$ cat src/rtl/schedule_read_pkg.sv
// Shared opcodes, parameter-word field widths and FSM state encoding for the
// read-direction scheduler.
package schedule_read_pkg;

  localparam logic [15:0] CMD_READ = 16'h3000;
  localparam logic [15:0] CMD_CPRD = 16'h3500;

  localparam int CHUNK_W = 16;
  localparam int FMT_W   = 12;
  localparam int CYC_W   = 3;

  typedef enum logic [1:0] {
    ST_IDLE,
    ST_CHECK,
    ST_ISSUE,
    ST_COPR
  } state_t;

  function automatic logic [23:0] min_len(input logic [23:0] a, input logic [23:0] b);
    return (a < b) ? a : b;
  endfunction

endpackage

$ cat src/rtl/schedule_read.sv
// Splits one host read command into per-page NAND reads gated by read-buffer
// space, or forwards a single copyback read.
module schedule_read
  import schedule_read_pkg::*;
#(
  parameter int               PAGE_BYTES = 16384,
  parameter logic [FMT_W-1:0] PARAM_FMT  = 12'h800,
  parameter logic [CYC_W-1:0] PARAM_CYC  = 3'h6
) (
  input  logic        clk,
  input  logic        rst,
  output logic        o_cmd_ready,
  input  logic        i_cmd_valid,
  input  logic [15:0] i_rcmd_id,
  input  logic [47:0] i_raddr,
  input  logic [23:0] i_rlen,
  input  logic [15:0] i_rcmd,
  input  logic [23:0] i_rbuf_space,
  input  logic        i_page_cmd_ready,
  output logic        o_page_cmd_valid,
  output logic [15:0] o_page_cmd,
  output logic        o_page_cmd_last,
  output logic [15:0] o_page_cmd_id,
  output logic [47:0] o_page_addr,
  output logic [31:0] o_page_cmd_param,
  output logic        o_cmd_done,
  output logic        o_cmd_err
);

  localparam logic [23:0] PAGE_LEN = 24'(PAGE_BYTES);

  // Handshake: a page command moves on the rising edge where o_page_cmd_valid
  // and i_page_cmd_ready are both high; while valid is high and ready is low,
  // every o_page_* output holds its value.
  state_t r_state;
  state_t w_next;

  logic [15:0] r_id;
  logic [47:0] r_base;
  logic [23:0] r_remaining;
  logic [23:0] r_page_idx;
  logic        r_valid;
  logic [15:0] r_cmd;
  logic        r_last;
  logic [47:0] r_addr;
  logic [31:0] r_param;
  logic        r_done;
  logic        r_err;

  logic               w_accept;
  logic               w_xfer;
  logic [23:0]        w_chunk;
  logic [CHUNK_W-1:0] w_chunk_len;
  logic               w_space_ok;

  assign o_cmd_ready = (r_state == ST_IDLE);
  assign w_accept    = i_cmd_valid & o_cmd_ready;
  assign w_xfer      = r_valid & i_page_cmd_ready;
  assign w_chunk     = min_len(r_remaining, PAGE_LEN);
  assign w_chunk_len = w_chunk[CHUNK_W-1:0];
  assign w_space_ok  = (i_rbuf_space >= w_chunk);

  always_ff @(posedge clk or posedge rst) begin
    if (rst) r_state <= ST_IDLE;
    else     r_state <= w_next;
  end

  always_comb begin
    w_next = r_state;
    case (r_state)
      ST_IDLE: begin
        if (w_accept) begin
          if (i_rcmd == CMD_READ)      w_next = (i_rlen != 24'd0) ? ST_CHECK : ST_IDLE;
          else if (i_rcmd == CMD_CPRD) w_next = ST_COPR;
          else                         w_next = ST_IDLE;
        end
      end
      ST_CHECK: if (w_space_ok) w_next = ST_ISSUE;
      ST_ISSUE: if (w_xfer)     w_next = r_last ? ST_IDLE : ST_CHECK;
      ST_COPR:  if (w_xfer)     w_next = ST_IDLE;
      default:  w_next = ST_IDLE;
    endcase
  end

  always_ff @(posedge clk or posedge rst) begin
    if (rst) begin
      r_id        <= '0;
      r_base      <= '0;
      r_remaining <= '0;
      r_page_idx  <= '0;
      r_valid     <= 1'b0;
      r_cmd       <= '0;
      r_last      <= 1'b0;
      r_addr      <= '0;
      r_param     <= '0;
      r_done      <= 1'b0;
      r_err       <= 1'b0;
    end else begin
      r_done <= 1'b0;
      r_err  <= 1'b0;
      case (r_state)
        ST_IDLE: begin
          if (w_accept) begin
            r_id        <= i_rcmd_id;
            r_base      <= i_raddr;
            r_remaining <= i_rlen;
            r_page_idx  <= '0;
            if (i_rcmd == CMD_READ) begin
              if (i_rlen == 24'd0) r_done <= 1'b1;
            end else if (i_rcmd == CMD_CPRD) begin
              // Copyback moves no data through the buffer, so it skips the space check.
              r_valid <= 1'b1;
              r_cmd   <= CMD_CPRD;
              r_addr  <= i_raddr;
              r_param <= {{CHUNK_W{1'b0}}, PARAM_FMT, PARAM_CYC, 1'b1};
              r_last  <= 1'b1;
            end else begin
              r_err <= 1'b1;
            end
          end
        end
        ST_CHECK: begin
          if (w_space_ok) begin
            r_valid <= 1'b1;
            r_cmd   <= CMD_READ;
            r_addr  <= r_base + 48'(r_page_idx);
            r_param <= {w_chunk_len, PARAM_FMT, PARAM_CYC, 1'b1};
            r_last  <= (r_remaining == w_chunk);
          end
        end
        ST_ISSUE: begin
          if (w_xfer) begin
            r_valid     <= 1'b0;
            r_remaining <= r_remaining - w_chunk;
            r_page_idx  <= r_page_idx + 24'd1;
            if (r_last) r_done <= 1'b1;
          end
        end
        ST_COPR: begin
          if (w_xfer) begin
            r_valid <= 1'b0;
            r_done  <= 1'b1;
          end
        end
        default: r_valid <= 1'b0;
      endcase
    end
  end

  assign o_page_cmd_valid = r_valid;
  assign o_page_cmd       = r_cmd;
  assign o_page_cmd_last  = r_last;
  assign o_page_cmd_id    = r_id;
  assign o_page_addr      = r_addr;
  assign o_page_cmd_param = r_param;
  assign o_cmd_done       = r_done;
  assign o_cmd_err        = r_err;

endmodule

$ cat config.mk
export PLATFORM = sky130hd
export DESIGN_NAME = schedule_read
export DESIGN_NICKNAME = d
export VERILOG_FILES = /design/src/rtl/schedule_read_pkg.sv /design/src/rtl/schedule_read.sv
export SDC_FILE = /design/constraint.sdc
export NUM_CORES = 1
export LEC_CHECK = 0
export ABC_AREA = 1
export CAP_MARGIN = 20
export CORE_ASPECT_RATIO = 2
export CORE_MARGIN = 8
export CORE_UTILIZATION = 45
export CTS_CLUSTER_DIAMETER = 30
export DETAILED_ROUTE_END_ITERATION = 7
export HOLD_SLACK_MARGIN = 0.06
export PLACE_DENSITY = 0.72
export SYNTH_ARGS = -nofsm -noshare
export SYNTH_HDL_FRONTEND = slang
export SYNTH_SLANG_ARGS = --single-unit
$ cat constraint.sdc
create_clock -name clk -period 12.8 [get_ports clk]
set_input_delay 1.28 -clock clk [delete_from_list [all_inputs] [get_ports clk]]
set_output_delay 1.28 -clock clk [all_outputs]
set_load 0.05 [all_outputs]
==> impl_metrics.env, run 1 <==
export IMPL_ctsHtreeMaxLevel=4
export IMPL_layout_min_cycle_time_ns=3.68
export IMPL_cp_max_fo=79
export IMPL_avgViaCountPerCell=5.25
export IMPL_leakage_uw=0.00737
export IMPL_post_cts_setup_buffers=0
export IMPL_dieArea_um2=32400
export IMPL_synthFlopType="dfrtp_1"
export IMPL_slew_headroom_pct=35.0
export IMPL_fmax_mhz=272
export IMPL_grt_max_degree=106
export IMPL_seq_area_frac_synth_pct=38.5
export IMPL_synthCells=1763
export IMPL_synth_most_common_cell="nand2_1"
export IMPL_cts_resized=0
export IMPL_worstSkewPairLatency_ns=0.46
export IMPL_dpl_cell_count=2289
export IMPL_final_cell_count_no_fill=2323
export IMPL_synthXorXnorAreaFrac_pct=0.951
export IMPL_worst_pin_slew_ns=0.975
export IMPL_cts_sinks=184
export IMPL_drive_above_1_share_pct=3.64
export IMPL_power_density_nw_per_um2=213
export IMPL_ios=249
export IMPL_grt_util_all_layers_pct=25.2
export IMPL_total_power_uw=3200
export IMPL_dp_hpwl_mm=32.0
export IMPL_root_buffer="clkbuf_16"
export IMPL_antenna_found_initial=0
export IMPL_fp_coreArea_um2=26300
export IMPL_critPathCaptureType="register"
export IMPL_grt_overflow=0
export IMPL_drc=0
export IMPL_synth_compound_area_share_pct=11.5
export IMPL_num_vias=12186
export IMPL_synthSimpleGateAreaFrac_pct=34.0
export IMPL_fin_nets=2148
export IMPL_start_util_pct=45.6
export IMPL_fp_row_count=84
export IMPL_drt_iter0_drc=703
export IMPL_worstPathRequired_ns=13.14
export IMPL_wl_per_cell_um=17.8
export IMPL_antenna_left=0
export IMPL_yosys_warnings=0
export IMPL_port_buffers=224
export IMPL_yosys_area_top_type="dfrtp_1"
export IMPL_clock_path_buffers=2
export IMPL_synth_common_cells="nand2_1, dfrtp_1, inv_1, nor2_1, o21ai_0"
export IMPL_cts_hold_buf=0
export IMPL_status="finished, final reports clean"
export IMPL_tns_ns=0
export IMPL_rsz0062_at_grt="no"
export IMPL_hold_path_class="register to register"
export IMPL_synth_top_family_by_area="simple AND/OR/NAND/NOR gates"
export IMPL_cap_violations=0
export IMPL_clkTransAtPathRegs_ns=0.08
export IMPL_period_share_pct=28.8
export IMPL_ys_types=42
export IMPL_die_w_um=131
export IMPL_synthAdderAreaFrac_pct=5.39
export IMPL_wl_mm=41.2
export IMPL_cts_tree="built"
export IMPL_synthesis_area_um2=12000
export IMPL_num_fill_cells=2532
export IMPL_synth_top_area_share_pct=38.5
export IMPL_grt_pass1_wl_mm=63.9
export IMPL_synthMuxAreaShare_pct=0
export IMPL_area_growth_pct=25.6
export IMPL_first_pass_iters=5
export IMPL_grt_pass1_vias=12218
export IMPL_yosys_register_bits=184
export IMPL_critPathKind="primary input to register"
export IMPL_slew_viol_final=0
export IMPL_ir_drop_v=0.000128
export IMPL_netlist_top_cells_area="dfrtp_1, nand2_1, inv_1, o21ai_0, ha_1"
export IMPL_ys_async_sr_fraction_pct=100
export IMPL_synth_edf_count=0
export IMPL_setup_viol=0
export IMPL_arrival_ns=4.02
export IMPL_skew_ns=0.00903
export IMPL_chipHeight_um=247
export IMPL_cts_buffers=17
export IMPL_avgSynthCellArea_um2=6.79
export IMPL_critPathLaunchType="primary input"
export IMPL_gp_congestion=0.934
export IMPL_hold_violations=0
## per-stage QoR
stage / hold slack (ns) / util, % / setup slack, ns / instance area, um^2
3_3_place_gp: 0.461 / 54.8 / 8.66 / 14400
3_5_place_dp: 0.464 / 54.8 / 8.67 / 14400
6_report: 0.477 / 57.2 / 9.12 / 15000
2_1_floorplan: 0.455 / - / 6.52 / 12100
5_1_grt: 0.494 / 57.2 / 8.85 / 15000
4_1_cts: 0.482 / 57.1 / 9.14 / 15000
## layout by cell type (no fill, tap or decap), types with 4 or more instances in the layout
cell type,n
nand2_1,653
clkdlybuf4s50_1,224
dfrtp_1,184
inv_1,183
nor2_1,134
o21ai_0,133
nand3_1,115
a21oi_1,80
ha_1,50
conb_1,34
nor3_1,28
clkbuf_16,17
nand4_1,13
o22ai_1,13
nor4_1,10
xor2_1,10
buf_4,7
inv_2,6
o31ai_1,6
o21a_1,6
o21bai_1,6
nor2_4,5
nand2_2,5
nand2_4,4
nand3b_1,4
inv_6,4
or2_2,4
## final timing paths
kind	startpoint	to	slack, ns	cells past startpoint
max in group asynchronous	rst	r_page_idx[6]	10.10	4
worst min register to register	o_page_cmd_id[4]	o_page_cmd_id[4]	0.48	2
worst max-delay path	i_cmd_valid	r_page_idx[4]	9.12	8
worst min-delay path	o_page_cmd_id[4]	o_page_cmd_id[4]	0.48	2
min in group asynchronous	rst	o_page_addr[11]	1.41	2
worst max register to register	r_remaining[15]	o_page_addr[19]	9.13	18
## critical path, stage by stage
cell and delay [ns]:
clkdlybuf4s50_1 0.46, nand2_2 0.08, buf_4 0.61, nand2_4 0.45
inv_1 0.71, nor3_1 0.12, o21ai_0 0.19, a21oi_1 0.06
## routing by layer
layer	global-route usage (%)	routed length, um	part of all wire, %
met5	0	0	0
met4	16.8	2540	6.2
met3	4.29	1590	3.9
met2	50.5	23600	57
met1	22.3	13500	33
## report_power, final
part	internal (uW)	switching (uW)
Sequential	809	189
Combinational	511	1130
Clock	314	249
Total	1630	1570
## logic make-up after synthesis
kind of cell / Yosys count
DFF: 184
AOI/OAI and AO/OA: 258
other: 2
adders and majority gates: 51
and+or+nand+nor: 984
buffers and inverters: 271
xor gates and xnor gates: 13
## registers in the layout, indices dropped and copies added (netlist names)
register,count
o_cmd_done,1
o_cmd_err,1
o_page_addr,48
o_page_cmd,2
o_page_cmd_id,16
o_page_cmd_last,1
o_page_cmd_param,16
o_page_cmd_valid,1
r_base,48
r_page_idx,24
r_remaining,24
r_state,2
## cell type report
class / count / area (um^2) / share of cell area, %
sequential: 184 / 4600 / 30.6
clock buffer: 18 / 439 / 2.92
tap: 344 / 430 / 2.86
antenna: 1 / 2.50 / 0.0166
clock inverter: 14 / 171 / 1.14
multi-input combinational: 1340 / 6350 / 42.2
timing repair buffer: 232 / 2320 / 15.4
inverter: 190 / 718 / 4.78
(Power assumes the default switching activity.)
==> run 2, diff against run 1 <==
==> constraint.sdc (replaced) <==
create_clock -name clk -period 3.65 [get_ports clk]
set_input_delay 0.365 -clock clk [delete_from_list [all_inputs] [get_ports clk]]
set_output_delay 0.365 -clock clk [all_outputs]
set_load 0.05 [all_outputs]
==> run 2 against run 1 <==
Effect of this change: sequential share of layout area down 0.10 points; global-route usage up 0.46 points; setup slack worse by 8.6 ns; first-iteration DRC count up 18%; count of clock-buffer cells in the layout up 2; final area up 0.33%; critical path depth up 10; clock skew down 0.0026 ns; clock power rose to 3.5 times the previous value; combinational power rose to 3.6 times the previous value.
==> impl_metrics.env, run 2 (synthesized netlist as in run 1, its figures left out) <==
export IMPL_status="finished, final reports clean"
export IMPL_tns_ns=0
export IMPL_ir_drop_v=0.000451
export IMPL_cts_hold_buf=0
export IMPL_num_fill_cells=2570
export IMPL_crit_path_end="o_page_cmd[12]"
export IMPL_final_cell_mix="nand2_1, clkdlybuf4s50_1, dfrtp_1"
export IMPL_reg2reg_to="o_page_cmd[12]"
export IMPL_power_density_nw_per_um2=751
export IMPL_gp_congestion=0.973
export IMPL_rsz0062_at_grt="no"
export IMPL_wl_per_cell_um=17.8
export IMPL_total_power_uw=11300
export IMPL_dpl_cell_area_um2=14500
export IMPL_arrival_ns=3.50
export IMPL_layout_min_cycle_time_ns=3.15
export IMPL_dieArea_um2=32400
export IMPL_grt_overflow=0
export IMPL_grt_util_all_layers_pct=25.7
export IMPL_slew_viol_final=0
export IMPL_cap_violations=0
export IMPL_area_growth_pct=26.0
export IMPL_drive_above_1_share_pct=3.74
export IMPL_skew_ns=0.00639
export IMPL_grt_max_degree=151
export IMPL_path_common_cell="nand2_1"
export IMPL_r2r_start="r_remaining[15]"
export IMPL_crit_chain="inv_1 > nand2_1 > nor2_1 > nand2_1 > buf_12 > inv_1 > nand2_1 > ha_1 > a21oi_1 > o21ai_0 > nand2_1 > nand2_1 > nand2_1 > nand4_2 > nand2_2 > inv_2 > buf_12 > or2_2"
export IMPL_drt_iter0_drc=827
export IMPL_cts_tree="built"
export IMPL_antenna_cells=0
export IMPL_slew_headroom_pct=36.7
export IMPL_num_vias=12212
export IMPL_critPathMaxStageDelay_ns=0.38
export IMPL_grt_pass1_vias=12468
export IMPL_hold_violations=0
export IMPL_die_w_um=131
export IMPL_leakage_uw=0.00740
export IMPL_period_share_pct=86.3
export IMPL_port_buffers=224
export IMPL_post_cts_setup_buffers=0
export IMPL_antenna_left=0
export IMPL_critPathKind="register to register"
export IMPL_cp_max_fo=33
export IMPL_avgViaCountPerCell=5.25
export IMPL_critPathCaptureType="register"
export IMPL_drc=0
export IMPL_fp_coreArea_um2=26300
export IMPL_start_util_pct=45.6
export IMPL_cts_sinks=184
export IMPL_chipHeight_um=247
export IMPL_wl_mm=41.5
export IMPL_hold_path_class="primary input to asynchronous set/reset pin"
export IMPL_fin_hold_ws_ns=0.146
export IMPL_fin_nets=2152
export IMPL_antenna_found_initial=0
export IMPL_ios=249
export IMPL_ctsHtreeMaxLevel=4
export IMPL_final_common_cell="nand2_1"
export IMPL_fp_row_count=84
export IMPL_r2r_slack_ns=0.50
export IMPL_rr_worst_depth=18
export IMPL_clock_path_buffers=2
export IMPL_critical_path_slowest_cell="dfrtp_1"
export IMPL_worst_pin_slew_ns=0.950
export IMPL_first_pass_iters=7
export IMPL_root_buffer="clkbuf_16"
export IMPL_fin_area_um2=15100
export IMPL_critPathLaunchType="register"
export IMPL_worstPathRequired_ns=4.00
export IMPL_grt_pass1_wl_mm=65.0
export IMPL_dp_hpwl_mm=32.6
export IMPL_clkTransAtPathRegs_ns=0.07
export IMPL_setup_viol=0
export IMPL_cts_resized=0
export IMPL_worstSkewPairLatency_ns=0.46
export IMPL_fmax_mhz=317
export IMPL_cts_buffers=17
export IMPL_startpoint="r_remaining[15]"
export IMPL_fin_util_pct=57.4
==> run 2: changes by cell type in the layout (fill, tap and decap cells not counted) <==
cell | before | now
clkinv_4 | 2 | 3
inv_6 | 4 | 1
clkbuf_1 | 0 | 1
clkinvlp_4 | 3 | 2
buf_16 | 1 | 0
buf_12 | 0 | 4
diode_2 | 1 | 0
buf_4 | 7 | 8
clkbuf_8 | 1 | 2
==> run 2: final cells by class <==
type                    instances  area, um^2  share of cell area, %
well taps                     344         430                   2.85
multi-input cells            1340        6350                   42.1
repair buffers                236        2380                   15.8
clock buffers                  20         457                   3.03
inverters                     190         717                   4.75
clock inverters                11         148                  0.979
flip-flops and latches        184        4600                   30.5
==> run 2: worst max-delay path, delay by kind of cell, from the launching register on <==
| kind | cells | cell delay, ns |
|---|---|---|
| DFF | 1 | 0.38 |
| adders and majority gates | 1 | 0.30 |
| AOI/OAI and AO/OA | 2 | 0.23 |
| buffers and inverters | 5 | 0.83 |
| and+or+nand+nor | 10 | 1.27 |
==> run 2: where the power goes <==
part	internal, uW	total [uW]	switching, uW
clock network	1110	1970	858
registers	2840	3500	663
logic	1830	5860	4020
total	5780	11300	5540
==> run 2: worst min path at each step <==
stage                     slack (ns)  cells after the start              from                to
after floorplan                 0.46                      2         r_base[0]         r_base[0]
after global placement          0.46                      2  o_page_cmd_id[1]  o_page_cmd_id[1]
after detailed placement        0.46                      2   o_page_addr[34]   o_page_addr[34]
after CTS                       0.13                      2               rst   o_page_addr[23]
after global routing            0.16                      2               rst   o_page_addr[24]
final                           0.15                      2               rst   o_page_addr[24]
==> run 2: per-stage QoR <==
stage                     setup slack, ns  instances
after global routing               0.0471       2325
after global placement              0.539       2294
after detailed placement            0.548       2294
final                               0.500       2325
after floorplan                     0.801       1795
after CTS                           0.530       2325
==> run 2: metal layers <==
layer,vias up,global-route usage [%],wire length [um]
met5,-,0,0
met4,0,18.8,2850
met3,117,4.37,1710
met2,383,50.5,23500
met1,5726,22.8,13500
li1,5986,-,-
==> run 3, diff against run 2 <==
--- a/config.mk
+++ b/config.mk
@@ -5,7 +5,7 @@
 export SDC_FILE = /design/constraint.sdc
 export NUM_CORES = 1
 export LEC_CHECK = 0
-export ABC_AREA = 1
+export ABC_CLOCK_PERIOD_IN_PS = 3650
 export CAP_MARGIN = 20
 export CORE_ASPECT_RATIO = 2
 export CORE_MARGIN = 8
@@ -13,7 +13,7 @@
 export CTS_CLUSTER_DIAMETER = 30
 export DETAILED_ROUTE_END_ITERATION = 7
 export HOLD_SLACK_MARGIN = 0.06
-export PLACE_DENSITY = 0.72
+export PLACE_DENSITY = 0.73
 export SYNTH_ARGS = -nofsm -noshare
 export SYNTH_HDL_FRONTEND = slang
 export SYNTH_SLANG_ARGS = --single-unit
==> run 3 against run 2 <==
Effect of this change: synthesized cell count fell by 30%; cell count fell by 24%; sequential cell count stayed put; critical endpoint is now o_page_addr[22]; count of clock-buffer cells in the layout did not move; wire length down 15%; hold slack gained 0.15 ns; via count is 18% lower; sequential power grew 2%; sequential share of layout area grew 1.9 points; critical path type unchanged; setup slack got worse by 0.30 ns; final area fell by 5.9%.
==> impl_metrics.env, run 3 <==
export IMPL_status="finished, final reports clean"
export IMPL_setup_viol=0
export IMPL_cp_max_fo=14
export IMPL_final_cell_count_no_fill=1762
export IMPL_critPathKind="register to register"
export IMPL_slew_headroom_pct=39.8
export IMPL_synth_top_area_share_pct=42.4
export IMPL_critical_path_slowest_cell="dfrtp_1"
export IMPL_die_w_um=126
export IMPL_fin_nets=1645
export IMPL_dp_slack_ns=-0.140
export IMPL_yosys_warnings=0
export IMPL_area_growth_pct=30.7
export IMPL_ir_drop_v=0.000427
export IMPL_synthMuxAreaShare_pct=4.25
export IMPL_synthFlopType="dfrtp_1"
export IMPL_drt_iter0_drc=742
export IMPL_final_cell_mix="nand2_1, clkdlybuf4s50_1, dfrtp_1"
export IMPL_grt_max_degree=111
export IMPL_wl_mm=35.4
export IMPL_final_common_cell="nand2_1"
export IMPL_layout_min_cycle_time_ns=3.45
export IMPL_synthAdderAreaFrac_pct=5.94
export IMPL_cts_sinks=184
export IMPL_hold_violations=0
export IMPL_first_pass_iters=5
export IMPL_ys_types=75
export IMPL_reg2reg_to="o_page_addr[22]"
export IMPL_synthXorXnorAreaFrac_pct=4.43
export IMPL_synthSimpleGateAreaFrac_pct=20.6
export IMPL_worstSkewPairLatency_ns=0.45
export IMPL_arrival_ns=3.78
export IMPL_cts_tree="built"
export IMPL_cts_buffers=17
export IMPL_cap_violations=0
export IMPL_startpoint="r_remaining[20]"
export IMPL_r2r_slack_ns=0.20
export IMPL_synth_top_family_by_area="simple AND/OR/NAND/NOR gates"
export IMPL_worstPathRequired_ns=3.99
export IMPL_power_density_nw_per_um2=777
export IMPL_hold_path_class="primary input to asynchronous set/reset pin"
export IMPL_clkTransAtPathRegs_ns=0.07
export IMPL_antenna_cells=0
export IMPL_num_vias=9969
export IMPL_fin_util_pct=59.6
export IMPL_gp_congestion=0.950
export IMPL_avgViaCountPerCell=5.66
export IMPL_start_util_pct=45.6
export IMPL_cts_hold_buf=0
export IMPL_path_common_cell="a21o_1"
export IMPL_fp_row_count=80
export IMPL_dp_hpwl_mm=26.2
export IMPL_critPathMaxStageDelay_ns=0.41
export IMPL_netlist_top_cells_area="dfrtp_1, nand2_1, ha_1, o21ai_0, nor2_1"
export IMPL_rsz0062_at_grt="no"
export IMPL_period_share_pct=94.4
export IMPL_antenna_left=0
export IMPL_antenna_found_initial=0
export IMPL_ios=249
export IMPL_worst_pin_slew_ns=0.894
export IMPL_grt_pass1_wl_mm=54.7
export IMPL_synth_edf_count=0
export IMPL_synth_compound_area_share_pct=17.1
export IMPL_yosys_area_top_type="dfrtp_1"
export IMPL_rr_worst_depth=17
export IMPL_fmax_mhz=290
export IMPL_seq_area_frac_synth_pct=42.4
export IMPL_grt_overflow=0
export IMPL_synthesis_area_um2=10900
export IMPL_ys_async_sr_fraction_pct=100
export IMPL_grt_util_all_layers_pct=23.4
export IMPL_root_buffer="clkbuf_16"
export IMPL_synth_most_common_cell="nand2_1"
export IMPL_synth_common_cells="nand2_1, dfrtp_1, o21ai_0, nor2_1, ha_1"
export IMPL_crit_chain="nor3_2 > and3_4 > nand2_1 > inv_2 > buf_12 > nand2_1 > ha_1 > a21o_1 > a21o_1 > a211oi_1 > o21ai_0 > a21o_1 > a41oi_4 > buf_4 > nor3_1 > buf_4 > a221o_1"
export IMPL_wl_per_cell_um=20.1
export IMPL_dieArea_um2=29700
export IMPL_fp_coreArea_um2=23800
export IMPL_port_buffers=224
export IMPL_critPathCaptureType="register"
export IMPL_ctsHtreeMaxLevel=4
export IMPL_yosys_register_bits=184
export IMPL_r2r_start="r_remaining[20]"
export IMPL_total_power_uw=11000
export IMPL_tns_ns=0
export IMPL_setup_slack_ns=0.204
export IMPL_drc=0
export IMPL_critPathLaunchType="register"
export IMPL_dpl_cell_count=1721
export IMPL_slew_viol_final=0
export IMPL_clock_path_buffers=2
export IMPL_avgSynthCellArea_um2=8.82
export IMPL_drive_above_1_share_pct=9.22
export IMPL_chipHeight_um=236
export IMPL_grt_pass1_vias=10207
export IMPL_crit_path_end="o_page_addr[22]"
export IMPL_leakage_uw=0.00635
export IMPL_synthCells=1232
export IMPL_skew_ns=0.00968
## run 3: changes by cell type in the layout (fill, tap and decap cells not counted), moves of 11 or more
cell     change
a21oi_1     -34
a221o_1     +14
and3_1      +24
buf_4       +25
inv_1      -166
mux2_2      +21
nand2_1    -355
nand3_1     -93
nor2_1      -62
o21a_1      +11
o21ai_0     -27
o22ai_1     -12
xnor2_1     +24
xor2_1      +18
## run 3: repair_timing
item                       in CTS  in global routing
pin swaps                       1                  4
gates cloned                    0                  2
buffers inserted                0                  7
resized for setup               3                  6
setup endpoints to repair      35                 63
## run 3: how the worst min path moves through the flow
stage	slack (ns)	startpoint	depth (start not counted)	end
2_1_floorplan	0.45	r_base[0]	2	r_base[0]
3_3_place_gp	0.46	o_page_cmd_id[4]	2	o_page_cmd_id[4]
3_5_place_dp	0.46	o_page_cmd_id[14]	2	o_page_cmd_id[14]
4_1_cts	0.28	rst	2	r_remaining[20]
5_1_grt	0.31	rst	2	r_remaining[20]
6_report	0.30	rst	2	r_remaining[20]
## run 3: area by class of cell
type | count | area, um^2
inverters | 19 | 75.1
fillers | 2146 | 9620
clock buffers | 20 | 467
multi-input cells | 973 | 5880
repair buffers | 267 | 2680
well taps | 287 | 359
clock inverters | 12 | 136
flip-flops and latches | 184 | 4600
## run 3: critical path: cells and delay by family (launching register included)
kind / cells / cell delay, ns
compound gates: 7 / 1.36
simple gates: 5 / 0.67
buf+inv: 4 / 0.60
flops: 1 / 0.41
fa+ha+maj: 1 / 0.30
## run 3: cells by family (layout without fill, tap and decap cells)
logic type | after synthesis | after routing
other | 2 | 34
XOR/XNOR | 55 | 55
flip-flops | 184 | 184
adder cells (fa/ha/maj) | 51 | 51
AND/OR/NAND/NOR | 510 | 511
multiplexers | 39 | 39
AO/OA/AOI/OAI | 283 | 283
buffers and inverters | 108 | 318
## run 3: through the flow
stage          hold slack [ns]  instance area, um^2
2_1_floorplan            0.452                11000
3_3_place_gp             0.458                13400
3_5_place_dp             0.462                13500
4_1_cts                  0.282                14100
5_1_grt                  0.314                14200
6_report                 0.298                14200
## run 3: per-layer routing
layer | track usage (%) | part of all wire (%) | up-vias
met4 | 12.1 | 4.4 | 0
met1 | 23.5 | 37 | 4820
met2 | 44.0 | 55 | 339
met3 | 4.65 | 4.3 | 84
met5 | 0 | 0 | -
li1 | - | - | 4726
## run 3: where the power goes
group / internal (uW) / leakage [uW] / total (uW) / switching (uW)
Combinational: 2070 / 0.00372 / 5580 / 3510
Clock: 1070 / 0.000302 / 1900 / 831
Sequential: 2820 / 0.00233 / 3560 / 734
Total: 5970 / 0.00635 / 11000 / 5070
